`config.mk`:
```
export PLATFORM = sky130hd
export DESIGN_NAME = speed_display
export DESIGN_NICKNAME = d
export VERILOG_FILES = /design/src/rtl/speed_display.sv
export SDC_FILE = /design/constraint.sdc
export NUM_CORES = 1
export LEC_CHECK = 0
export BUFFER_PORTS_ARGS = -buffer_cell sky130_fd_sc_hd__buf_2
export CORE_MARGIN = 2
export CORE_UTILIZATION = 54
export CTS_CLUSTER_SIZE = 20
export DETAILED_ROUTE_END_ITERATION = 12
export PLACE_DENSITY = 0.73
export SLEW_MARGIN = 20
export SYNTH_ARGS = -nofsm -noshare
export SYNTH_HDL_FRONTEND = slang
export SYNTH_SLANG_ARGS = --single-unit
```
`constraint.sdc`:
```
create_clock -name clk -period 5.45 [get_ports clk]
set_input_delay 0.545 -clock clk [delete_from_list [all_inputs] [get_ports clk]]
set_output_delay 0.545 -clock clk [all_outputs]
set_load 0.03 [all_outputs]
```
`src/rtl/speed_display.sv`:
```
// Speed word to 4-digit multiplexed 7-segment display: handshake, clamp to 9999, double-dabble BCD, refresh scan.
// Optional macro SPEED_DISPLAY_BLANK_EN blanks leading zeros on the thousands, hundreds and tens digits.
module speed_display #(
   parameter int REFRESH_DIV = 50000
) (
   input  logic        clk,
   input  logic        rst,
   input  logic [15:0] input_speed,
   input  logic        input_speed_stb,
   output logic        input_speed_ack,
   output logic [6:0]  seg,
   output logic [3:0]  an
);

   typedef enum logic [1:0] {IDLE, CONVERT, LOAD} state_t;

   localparam logic [15:0] LP_LAST = 16'(REFRESH_DIV - 1);

   state_t      r_state;
   logic [15:0] r_bin;
   logic [15:0] r_bcd;
   logic [3:0]  r_bit_cnt;
   logic [15:0] r_disp;
   logic        r_ack;
   logic [15:0] r_refresh_cnt;
   logic [1:0]  r_digit_idx;
   logic [6:0]  r_seg;
   logic [3:0]  r_an;

   logic        w_wrap;
   logic [1:0]  w_idx_nxt;
   logic [15:0] w_disp_nxt;
   logic [3:0]  w_digit;
   logic        w_blank;

   function automatic logic [15:0] clamp_9999(input logic [15:0] v);
      return (v > 16'd9999) ? 16'd9999 : v;
   endfunction

   // One double-dabble iteration: add 3 to every nibble >= 5, then shift in the next binary bit.
   function automatic logic [15:0] dd_step(input logic [15:0] bcd, input logic msb);
      logic [15:0] adj;
      adj = bcd;
      for (int i = 0; i < 4; i++) begin
         if (bcd[i*4 +: 4] >= 4'd5) adj[i*4 +: 4] = bcd[i*4 +: 4] + 4'd3;
      end
      return {adj[14:0], msb};
   endfunction

   function automatic logic [6:0] seg_pattern(input logic [3:0] d);
      case (d)
         4'd0:    return 7'b1000000;
         4'd1:    return 7'b1111001;
         4'd2:    return 7'b0100100;
         4'd3:    return 7'b0110000;
         4'd4:    return 7'b0011001;
         4'd5:    return 7'b0010010;
         4'd6:    return 7'b0000010;
         4'd7:    return 7'b1111000;
         4'd8:    return 7'b0000000;
         4'd9:    return 7'b0010000;
         default: return 7'b1111111;
      endcase
   endfunction

   always_ff @(posedge clk) begin
      if (rst) begin
         r_state <= IDLE;
         r_ack   <= 1'b1;
         r_disp  <= 16'h0000;
      end else begin
         case (r_state)
            IDLE: begin
               if (input_speed_stb && r_ack) begin
                  r_bin     <= clamp_9999(input_speed);
                  r_bcd     <= 16'h0000;
                  r_bit_cnt <= 4'd0;
                  r_ack     <= 1'b0;
                  r_state   <= CONVERT;
               end
            end
            CONVERT: begin
               r_bcd     <= dd_step(r_bcd, r_bin[15]);
               r_bin     <= {r_bin[14:0], 1'b0};
               r_bit_cnt <= r_bit_cnt + 4'd1;
               if (r_bit_cnt == 4'd15) r_state <= LOAD;
            end
            LOAD: begin
               r_disp  <= r_bcd;
               r_ack   <= 1'b1;
               r_state <= IDLE;
            end
            default: begin
               r_ack   <= 1'b1;
               r_state <= IDLE;
            end
         endcase
      end
   end

   // Outputs are registered from next-cycle index and display so an and seg always change together.
   always_comb begin
      w_wrap     = (r_refresh_cnt == LP_LAST);
      w_idx_nxt  = w_wrap ? r_digit_idx + 2'd1 : r_digit_idx;
      w_disp_nxt = (r_state == LOAD) ? r_bcd : r_disp;
      case (w_idx_nxt)
         2'd0:    w_digit = w_disp_nxt[3:0];
         2'd1:    w_digit = w_disp_nxt[7:4];
         2'd2:    w_digit = w_disp_nxt[11:8];
         default: w_digit = w_disp_nxt[15:12];
      endcase
`ifdef SPEED_DISPLAY_BLANK_EN
      case (w_idx_nxt)
         2'd3:    w_blank = (w_disp_nxt[15:12] == 4'd0);
         2'd2:    w_blank = (w_disp_nxt[15:8] == 8'd0);
         2'd1:    w_blank = (w_disp_nxt[15:4] == 12'd0);
         default: w_blank = 1'b0;
      endcase
`else
      w_blank = 1'b0;
`endif
   end

   always_ff @(posedge clk) begin
      if (rst) begin
         r_refresh_cnt <= 16'd0;
         r_digit_idx   <= 2'd0;
         r_an          <= 4'b1110;
         r_seg         <= 7'b1000000;
      end else begin
         r_refresh_cnt <= w_wrap ? 16'd0 : r_refresh_cnt + 16'd1;
         r_digit_idx   <= w_idx_nxt;
         r_an          <= ~(4'b0001 << w_idx_nxt);
         r_seg         <= w_blank ? 7'b1111111 : seg_pattern(w_digit);
      end
   end

   assign input_speed_ack = r_ack;
   assign seg             = r_seg;
   assign an              = r_an;

endmodule

```
==> flow_summary.json <==
{
  "status": "finished, final reports clean",
  "finClkSkew_ns": 0.009491,
  "cp.required_ns": 5.72,
  "peakVddDrop_uv": 164.5,
  "path_cells": "ha_1 > and3_1 > and4_1 > xor2_1 > a221oi_2 > a32oi_2 > inv_1 > ha_1 > mux2_4 > a221oi_2",
  "syn_area_mm2": 0.004081,
  "antenna_found_initial": 0,
  "endpoint_kind": "flip-flop",
  "powerDensity_mw_per_mm2": 290.5,
  "die_h_um": 90.94,
  "slew_viol_final": 0,
  "drc": 0,
  "hold_class": "reg2reg",
  "synth_top_area_share": 0.2649,
  "synth_compound_area_frac": 0.1015,
  "dieWidth_um": 90.94,
  "final_net_count": 475,
  "dr.pass1.iters": 4,
  "ys.flop_type": "dfxtp_1",
  "synth_common_cells": "nor2_1 (74), dfxtp_1 (48), edfxtp_1 (36), a21oi_1 (29), nand2_1 (28)",
  "cts_buffers": 9,
  "synthAdderAreaFrac": 0.04598,
  "rsz0062_at_grt": "false",
  "slew_headroom": 0.3093,
  "cts_max_level": 3,
  "rows": 31,
  "min_period_ns": 3.286,
  "cts_resized": 0,
  "power.leakage_nw": 1.720,
  "crit_path_top_delay_cell": "and4_1",
  "synth_xor_xnor_area_share": 0.05365,
  "clockBufferDepth": 2,
  "cts_tree": "built",
  "max_stage_delay_ns": 0.74,
  "switching_share": 0.2244,
  "p_switching_mw": 0.2942,
  "grt_pass1_vias": 2698,
  "synthSimpleGateAreaFrac": 0.1987,
  "pwr-share-comb": 0.073,
  "yosysTopAreaCell": "edfxtp_1",
  "clockPowerShare": 0.394,
  "core_area_mm2": 0.007292,
  "wire_per_inst_um": 13.03,
  "clock.fmax_mhz": 304.4,
  "grt_usage": 0.1777,
  "total_power_mw": 1.311,
  "vias": 2914,
  "routed_wl_um": 7102,
  "path_delay_family": "simple AND/OR/NAND/NOR gates",
  "yosysWarnings": 0,
  "syn_area_per_cell_um2": 9.741,
  "netlist_top_cells_area": "edfxtp_1 (26%), dfxtp_1 (24%), nor2_1 (6.8%)",
  "viasPerCell": 5.347,
  "p_int_mw": 1.017,
  "cts.clk_slew.worst_paths_ns": 0.08,
  "hold_violations": 0,
  "grt_max_degree": 34,
  "io_buffer_count": 30,
  "ys_ff_latch": 84,
  "grt_overflow": 0,
  "dieArea_mm2": 0.008269,
  "whs_ns": 0.4392,
  "synth_most_common_cell": "nor2_1",
  "ys_async_sr_fraction": 0,
  "root_buffer": "clkbuf_8",
  "syn_to_final_growth_pct": 10.61,
  "insertion_delay_ns": 0.36,
  "critPathBufInv": 1,
  "antennaDiodeCount": 0,
  "synth_top_family_by_area": "simple AND/OR/NAND/NOR gates",
  "ys_types": 52,
  "cp_max_fo": 24,
  "finalCritPeriodShare": 0.6029,
  "initial_core_util": 0.5597,
  "cp-start-kind": "flip-flop",
  "setup_viol": 0,
  "post-cts-setup-buffer-count": 0,
  "crit_type": "reg2reg",
  "worstPathArrival_ns": 3.56,
  "cts.hold.buffers_added": 0,
  "reg2reg_slack_ns": 2.16,
  "drt-initial-drc-count": 116,
  "synth_edf_count": 36,
  "syn_inst": 419,
  "ant_nets": 0,
  "ys_seq_area_frac": 0.5003,
  "grt_pass1_wl_um": 11900,
  "cts_sinks": 84,
  "drive_gt1_frac": 0.1413,
  "cap_viol_max_count": 0,
  "tns_ns": 0,
  "syn_nets": 453,
  "synth_mux_area_frac": 0.05549,
  "place_congestion": 0.7799,
  "hpwlAfterDp_um": 4864,
  "seqPwrFrac": 0.533,
  "io_pins": 31,
  "worstMarginPinSlew_ns": 1.032
}
==> worst paths after layout <==
check / startpoint / to / cells after the start
max: r_refresh_cnt[0] / seg[4] / 10
min: r_refresh_cnt[0] / r_refresh_cnt[0] / 1
max reg2reg: r_refresh_cnt[0] / seg[4] / 10
min reg2reg: r_refresh_cnt[0] / r_refresh_cnt[0] / 1
==> cells by family (layout without fill, tap and decap cells) <==
family                   after synthesis  after routing
multiplexers                          18             18
buffers and inverters                 43             70
flip-flops                            84             84
AO/OA/AOI/OAI                         64             64
XOR/XNOR                              25             25
AND/OR/NAND/NOR                      170            170
adder cells (fa/ha/maj)               15             15
==> state kept, by name (all words and copies together), names as in the netlist <==
signal           flops
an                   4
r_refresh_cnt       16
r_state              2
r_bcd               16
r_disp              16
r_bin               16
seg                  7
r_bit_cnt            4
input_speed_ack      1
r_digit_idx          2
==> through the flow <==
stage / utilization / std cells / setup WS [ns] / area (um2)
2_1_floorplan: - / 419 / 1.657 / 4081
3_3_place_gp: 0.5865 / 529 / 2.353 / 4277
3_5_place_dp: 0.5865 / 529 / 2.224 / 4277
4_1_cts: 0.6189 / 545 / 2.143 / 4513
5_1_grt: 0.6191 / 545 / 1.845 / 4514
6_report: 0.6191 / 545 / 2.164 / 4514
==> layout by cell type (no fill, tap or decap), types with 13 or more instances in the layout <==
cell	instances
a21oi_1	29
buf_2	30
dfxtp_1	48
edfxtp_1	36
ha_1	15
inv_1	22
mux2i_1	14
nand2_1	28
nor2_1	74
nor3_1	13
o21ai_0	15
xor2_1	13
==> area by class of cell <==
class	instances	area [um2]
Inverter	22	82.58
Clock inverter	4	70.07
Timing Repair Buffer	32	165.2
Multi-Input combinational cell	292	1864
Clock buffer	12	166.4
Sequential cell	84	2042
Tap cell	99	123.9
Fill cell	648	2778
==> routing by layer <==
metal / global-route usage / share of wire / vias to the layer above
met5: 0 / 0 / -
met4: 0.07576 / 0.016 / 0
met3: 0.02905 / 0.033 / 10
met2: 0.2907 / 0.47 / 54
met1: 0.2343 / 0.49 / 1378
li1: - / - / 1472
==> power by group through the flow <==
stage	clock, mW	sequential [mW]	combinational [mW]
4_1_cts	0.521	0.700	0.0967
5_1_grt	0.543	0.703	0.110
3_5_place_dp	0	0.714	0.0961
6_report	0.517	0.699	0.0953
2_1_floorplan	0	0.713	0.0691
3_3_place_gp	0	0.713	0.0925
Power figures use the tool's default switching activity.
